[config.mk]
export PLATFORM = sky130hd
export DESIGN_NAME = branch_cond_unit
export DESIGN_NICKNAME = d
export VERILOG_FILES = /design/src/rtl/branch_cond_unit.sv
export SDC_FILE = /design/constraint.sdc
export NUM_CORES = 1
export LEC_CHECK = 0
export CELL_PAD_IN_SITES_DETAIL_PLACEMENT = 0
export CELL_PAD_IN_SITES_GLOBAL_PLACEMENT = 1
export CORE_UTILIZATION = 29
export DETAILED_ROUTE_END_ITERATION = 6
export PLACE_DENSITY = 0.79
export SETUP_SLACK_MARGIN = 0.1
export SYNTH_ARGS = -nofsm -noshare
export SYNTH_HDL_FRONTEND = slang
export SYNTH_SLANG_ARGS = --single-unit
[constraint.sdc]
create_clock -name clock -period 2.15 [get_ports clock]
set_input_delay 0.3225 -clock clock [delete_from_list [all_inputs] [get_ports clock]]
set_output_delay 0.3225 -clock clock [all_outputs]
set_load 0.03 [all_outputs]
[src/rtl/branch_cond_unit.sv]
// Branch condition unit: latches a 3-bit condition from the IR, evaluates it against the bus
// operand on request, and keeps saturating statistics of evaluations and taken branches.
module branch_cond_unit #(
    parameter int unsigned DATA_W   = 32,
    parameter int unsigned IR_W     = 32,
    parameter int unsigned COND_LSB = 19,
    parameter int unsigned CNT_W    = 16
) (
    input  logic              clock,
    input  logic              clear,
    input  logic              ir_in,
    input  logic [IR_W-1:0]   ir_bus,
    input  logic              con_in,
    input  logic [DATA_W-1:0] bus_mux_out,
    output logic              con_ff_out,
    output logic              con_valid,
    output logic              branch_taken,
    output logic              con_err,
    output logic [CNT_W-1:0]  eval_count,
    output logic [CNT_W-1:0]  taken_count
);

    typedef enum logic [1:0] {StIdle, StArmed, StResolved} state_e;

    state_e             state_q, state_d;
    logic [2:0]         cond_q, cond_d;
    logic               con_ff_q, con_ff_d;
    logic               con_valid_q, con_valid_d;
    logic               taken_q, taken_d;
    logic               err_q, err_d;
    logic [CNT_W-1:0]   eval_cnt_q, eval_cnt_d;
    logic [CNT_W-1:0]   taken_cnt_q, taken_cnt_d;

    logic               bus_zero, bus_neg, cond_true, eval;
    logic               unused_ir_bits;

    assign unused_ir_bits = ^ir_bus;
    assign bus_zero = ~|bus_mux_out;
    assign bus_neg  = bus_mux_out[DATA_W-1];

    always_comb begin
        cond_true = 1'b0;
        case (cond_q)
            3'b000:  cond_true = bus_zero;
            3'b001:  cond_true = ~bus_zero;
            3'b010:  cond_true = ~bus_neg;
            3'b011:  cond_true = bus_neg;
            3'b100:  cond_true = ~bus_neg & ~bus_zero;
            3'b101:  cond_true = bus_neg | bus_zero;
            3'b110:  cond_true = 1'b1;
            default: cond_true = 1'b0;
        endcase
    end

    // Evaluation always uses the condition latched before this edge, even if ir_in is also high.
    assign eval = con_in && (state_q != StIdle);

    always_comb begin
        state_d     = state_q;
        cond_d      = cond_q;
        con_ff_d    = con_ff_q;
        con_valid_d = con_valid_q;
        taken_d     = 1'b0;
        err_d       = err_q;
        eval_cnt_d  = eval_cnt_q;
        taken_cnt_d = taken_cnt_q;

        if (eval) begin
            con_ff_d    = cond_true;
            taken_d     = cond_true;
            con_valid_d = 1'b1;
            state_d     = StResolved;
            if (eval_cnt_q != {CNT_W{1'b1}}) eval_cnt_d = eval_cnt_q + CNT_W'(1);
            if (cond_true && (taken_cnt_q != {CNT_W{1'b1}})) begin
                taken_cnt_d = taken_cnt_q + CNT_W'(1);
            end
        end

        if (ir_in) begin
            cond_d      = ir_bus[COND_LSB +: 3];
            state_d     = StArmed;
            con_valid_d = 1'b0;
        end else if (con_in && (state_q == StIdle)) begin
            err_d = 1'b1;
        end
    end

    always_ff @(posedge clock or posedge clear) begin
        if (clear) begin
            state_q     <= StIdle;
            cond_q      <= 3'b000;
            con_ff_q    <= 1'b0;
            con_valid_q <= 1'b0;
            taken_q     <= 1'b0;
            err_q       <= 1'b0;
            eval_cnt_q  <= '0;
            taken_cnt_q <= '0;
        end else begin
            state_q     <= state_d;
            cond_q      <= cond_d;
            con_ff_q    <= con_ff_d;
            con_valid_q <= con_valid_d;
            taken_q     <= taken_d;
            err_q       <= err_d;
            eval_cnt_q  <= eval_cnt_d;
            taken_cnt_q <= taken_cnt_d;
        end
    end

    assign con_ff_out   = con_ff_q;
    assign con_valid    = con_valid_q;
    assign branch_taken = taken_q;
    assign con_err      = err_q;
    assign eval_count   = eval_cnt_q;
    assign taken_count  = taken_cnt_q;

endmodule

Yosys cells after proc, flatten, opt, wreduce, memory -nomap -nowiden
Index checks and enable logic that the tools add are counted.
{ "totals": {"regBits": 41, "out_inout_bits": 36, "word_cells": 40, "input_bits": 68} }
{ "classes": {"muxes": 6, "n_addsub": 2, "reduce_logical": 12, "eq_ne": 8, "n_bitwise": 4} }
{ "op_table": {"columns": ["operator", "count"], "rows": [
  ["$add A16 B1 Y16 const B", 2],
  ["$ne A16 B16 Y1 const B", 2],
  ["$reduce_or A32 Y1", 1],
  ["$eq A3 B3 Y1 const B", 3],
  ["$pmux W1 S7", 1],
  ["$eq A3 B2 Y1 const B", 2],
  ["$reduce_and A2 Y1", 3],
  ["$mux W2", 2],
  ["$reduce_bool A2 Y1", 2],
  ["$eq A3 B1 Y1 const B", 1],
  ["$logic_and A1 B1 Y1", 3],
  ["$logic_not A3 Y1", 1],
  ["$mux W1", 3],
  ["$logic_not A2 Y1", 1],
  ["$not A1 Y1", 2],
  ["$and A1 B1 Y1", 1],
  ["$logic_not A1 Y1", 1],
  ["$or A1 B1 Y1", 1]
]} }

Logic depth before layout (Yosys ltp)
Gate-level depths: netlist of run 1.
{ "logic_depth": {"depth_word": 6, "mapped_depth": 8, "depth_no_buf": 7} }

Worst setup path before layout of run 1
Ideal clock, no wire load.
{ "synth_timing": {"kind": "flip-flop to flip-flop", "start": "register taken_cnt_q[0] (netlist: taken_count[0])", "end": "register taken_cnt_q[1] (netlist: taken_count[1])", "path_stages_with_launch": 8, "setup_slack_ns": 0.065, "required_time_ns": 2.025, "period_less_slack_ns": 2.085, "t_arrival_ns": 1.961, "n_path_buf": 1, "path_cell_list": "dfrtp_1 -> ha_1 -> nand2_1 -> nor3_1 -> and3_1 -> a31o_1 -> buf_6 -> mux2_2"} }
{ "synth_between": {"elab_chain_len": 3, "elab_cells_between_ends": 4, "classes_between": "add/sub (1); eq/ne (1); reduce/logical (2)"} }
{ "synth_lines": {"columns": ["element", "line_no", "text"], "rows": [
  ["from (decl)", "32", "logic [CNT_W-1:0] taken_cnt_q, taken_cnt_d;"],
  ["from (signal assigned)", "106", "taken_cnt_q <= taken_cnt_d;"],
  ["parallel branches: the longest is 3 deep, another holds $add A16 B1 Y16", null, null]
]} }
Several ways; the timed one is not identified.
A chain may end at the register's enable or synchronous reset.

Final worst setup path of run 1
{ "layout_timing": {"start": "input port bus_mux_out[8]", "end": "register taken_cnt_q[10] (netlist: taken_count[10])"} }
{ "layout_between": {"elab_chain_len": 6, "elab_cells_between_ends": 7, "classes_between": "mux (1); bitwise (2); reduce/logical (4)"} }
{ "layout_lines": {"columns": ["element", "line_no", "text"], "rows": [
  ["from (decl)", "14", "input logic [DATA_W-1:0] bus_mux_out,"],
  ["$reduce_or A32 Y1 (*)", "38", "assign bus_zero = ~|bus_mux_out;"],
  ["$logic_not A1 Y1", "38", null],
  ["$or A1 B1 Y1", "49", "3'b101: cond_true = bus_neg | bus_zero;"],
  ["$pmux W1 S7 (*)", "43", "case (cond_q)"],
  ["$logic_and A1 B1 Y1 (*)", "74", "if (cond_true && (taken_cnt_q != {CNT_W{1'b1}})) begin"],
  ["$reduce_and A2 Y1 (no source line) (*)", null, null]
]} }
Every way passes the cells marked *; elsewhere a longest branch is shown, timed or not.

==> results of run 1 <==
## registers in the layout (all words and copies together) (netlist names)
signal / flops
branch_taken: 1
con_ff_out: 1
taken_count: 16
eval_count: 16
con_err: 1
state_q: 2
cond_q: 3
## critical path, delay by kind of cell
kind | cells | cell delay, ps
buf+inv | 2 | 620
compound gates | 2 | 600
simple gates | 3 | 470
xor+xnor | 1 | 150
## power breakdown
group / switching, mW / total (mW) / internal (mW)
Sequential: 0.126 / 0.998 / 0.872
Combinational: 0.458 / 0.900 / 0.442
Clock: 0.259 / 0.515 / 0.256
Total: 0.844 / 2.41 / 1.57
## kinds of logic (layout without fill, tap and decap cells)
logic type               Yosys count  count (layout)  synth area share [%]
XOR/XNOR                          28              28                  12.5
flip-flops                        40              40                  50.9
multiplexers                       7               7                  4.01
adder cells (fa/ha/maj)            2               2                  1.27
AND/OR/NAND/NOR                   80              80                  23.7
AO/OA/AOI/OAI                     14              14                  5.86
buffers and inverters              7             101                  1.72
## metrics by stage
step / setup WS, ps / TNS (ps) / instances / utilization [%]
final: 213 / 0 / 349 / 46.6
after floorplan: 132 / 0 / 178 / -
after detailed placement: -113 / -503 / 341 / 45.0
after global placement: -98.2 / -376 / 341 / 45.0
after CTS: 194 / 0 / 349 / 46.4
after global routing: 101 / 0 / 349 / 46.6
## final cells by class
cell class / count / area, sq um / area share [%]
Sequential cell: 40 / 1000 / 33.3
Multi-Input combinational cell: 131 / 942 / 31.3
Timing Repair Buffer: 87 / 851 / 28.3
Tap cell: 77 / 96.3 / 3.20
Clock buffer: 6 / 82.6 / 2.75
Inverter: 6 / 22.5 / 0.749
Clock inverter: 2 / 10.0 / 0.333
## layout by cell type (no fill, tap or decap), types with 8 or more instances in the layout
| master | instances |
|---|---|
| buf_4 | 12 |
| xnor2_1 | 14 |
| clkdlybuf4s50_1 | 74 |
| nand3_1 | 17 |
| xor2_1 | 14 |
| nand2_1 | 12 |
| nor2_1 | 11 |
| dfrtp_1 | 39 |
| nand4_1 | 8 |
## layer usage
| metal | wire, microns | up-vias | GRT usage (%) |
|---|---|---|---|
| met3 | 326 | 7 | 4.03 |
| met5 | 0 | - | 0 |
| met1 | 1980 | 797 | 18.0 |
| met2 | 2010 | 62 | 22.1 |
| met4 | 56 | 0 | 4.16 |
| li1 | - | 837 | - |
## worst min path at each step
stage,to,startpoint,slack [ps]
after floorplan,state_q[1],ir_in,390
after global placement,con_err,con_err,450
after detailed placement,con_err,con_err,450
after CTS,eval_count[5],clear,470
after global routing,con_err,con_err,510
final,eval_count[5],clear,450
## timing repair
| action | CTS | global route |
|---|---|---|
| resized for setup | 0 | 2 |
| hold buffers | 0 | 0 |
| endpoints found under the setup margin | 0 | 3 |
==> impl_metrics.toml, run 1 <==
[critical_path]
worstReg2RegStart = "taken_count[8]"
critical_path_class = "in -> reg"
crit_chain = "clkdlybuf4s50_1, nor4_1, and4_2, a211o_1, a31o_1, buf_12, nor3_4, xor2_1"
startpoint = "bus_mux_out[8]"
cp_data_required_time_ps = 2370
critPathCapture = "taken_count[10]"
critPathSlowestCell = "clkdlybuf4s50_1"
r2r_end = "taken_count[10]"
r2r_setup_slack_ps = 250
critical_path_arrival_ps = 2150
ff2ff_path_depth = 7
crit_path_end_kind = "register"
startpoint_type = "input port"
slowest_delay_ps = 460
cp_max_fo = 7

[clocking]
cts_made_buffers = 5
cts_tree = "built"
cts_setup_buffers = 0
cts_sinks = 40
cts_root_buf = "clkbuf_8"
clk_pin_slew_worst_paths_ps = 80
htreeDepth = 2
worstSkewPairLatency_ps = 290
clk_path_buf_depth = 2

[finish]
fin_area_sq_um = 3010
antenna_cells = 0
layout.nets = 341
syn2layout_area_growth_pct = 53.0
final_layout_size_suffix_gt1_share_pct = 14.7
n_fill_cell = 639

[sta]
grt_setup_unrepaired = "no"
finalClockSkew_ps = 5.08
whs_ps = 447
drv_slew = 0
slew-limit-headroom_pct = 66.2
clock.fmax_mhz = 516
fin_crit_ps = 1940
setup_violations = 0
finalCritPeriodShare_pct = 90.1
finalHoldViolCount = 0
worstMarginPinSlew_ps = 507

[global_route]
grt_pass1_wl_microns = 7850
overflow = 0
antenna_found_initial = 0
grt_pass1_vias = 1700
grt_use_total_pct = 13.7
grt_max_degree = 41

[placed_design]
placement.cell_area_sq_um = 2910
hpwl_microns = 3380
place.gp.congestion = 0.721
placement.io_buffers = 74

[yosys]
synthTopCellsByArea = "dfrtp_1 (51%), xnor2_1 (6.2%), xor2_1 (6.2%), nand3_1 (4.3%), mux2_2 (4.0%)"
ys_seq_area_share_pct = 50.9
ys_ff_latch = 40
yosysWarnings = 0
synth_cell_type_count = 38
synth-async-reset-ratio_pct = 100
yosysMostFrequentCell = "dfrtp_1"
synthTopCellsByCount = "dfrtp_1 (40), nand3_1 (17), xnor2_1 (14), xor2_1 (14), nand2_1 (12)"
syn_nets = 248
synthesis.area_per_instance_sq_um = 11.0
synth-main-ff-cell = "dfrtp_1"
yosysTopAreaCellShare_pct = 50.9
synth_edf_count = 0
syn_area_sq_um = 1970
netlist_instances = 178
yosysTopAreaCell = "dfrtp_1"

[power]
power.density_nw_per_um2 = 803
power.total_mw = 2.41
vdd_drop_max_v = 0.000499
power.leakage_nw = 1.29

[die]
design.die.area_sq_um = 7110
num_rows = 29
fp.dieH_microns = 84.3
die_w_microns = 84.3
ios = 104
core_area_sq_um = 6460
start_util_pct = 30.4

[routing]
vias_per_cell = 4.88
drtIter0Drc = 33
routedWlPerCell_microns = 12.5
wl_microns = 4380
vias = 1703
drcViolationCount = 6
antenna_left = 0
dr.pass1.iters = 6

[worst_hold_path]
hp-class = "in -> async"

[job]
max_cap_violations = 0

[run_status]
status = "complete, but fails checks"
violations = "design-rule violations"
Note: power is estimated with default switching activity, not from simulation.
==> run 2, diff against run 1 <==
--- a/config.mk
+++ b/config.mk
@@ -11,6 +11,7 @@
 export DETAILED_ROUTE_END_ITERATION = 6
 export PLACE_DENSITY = 0.79
 export SETUP_SLACK_MARGIN = 0.1
+export SLEW_MARGIN = 40
 export SYNTH_ARGS = -nofsm -noshare
 export SYNTH_HDL_FRONTEND = slang
 export SYNTH_SLANG_ARGS = --single-unit
==> results of run 2 <==
Final layout, timing and power as in run 1 (identical DEF).
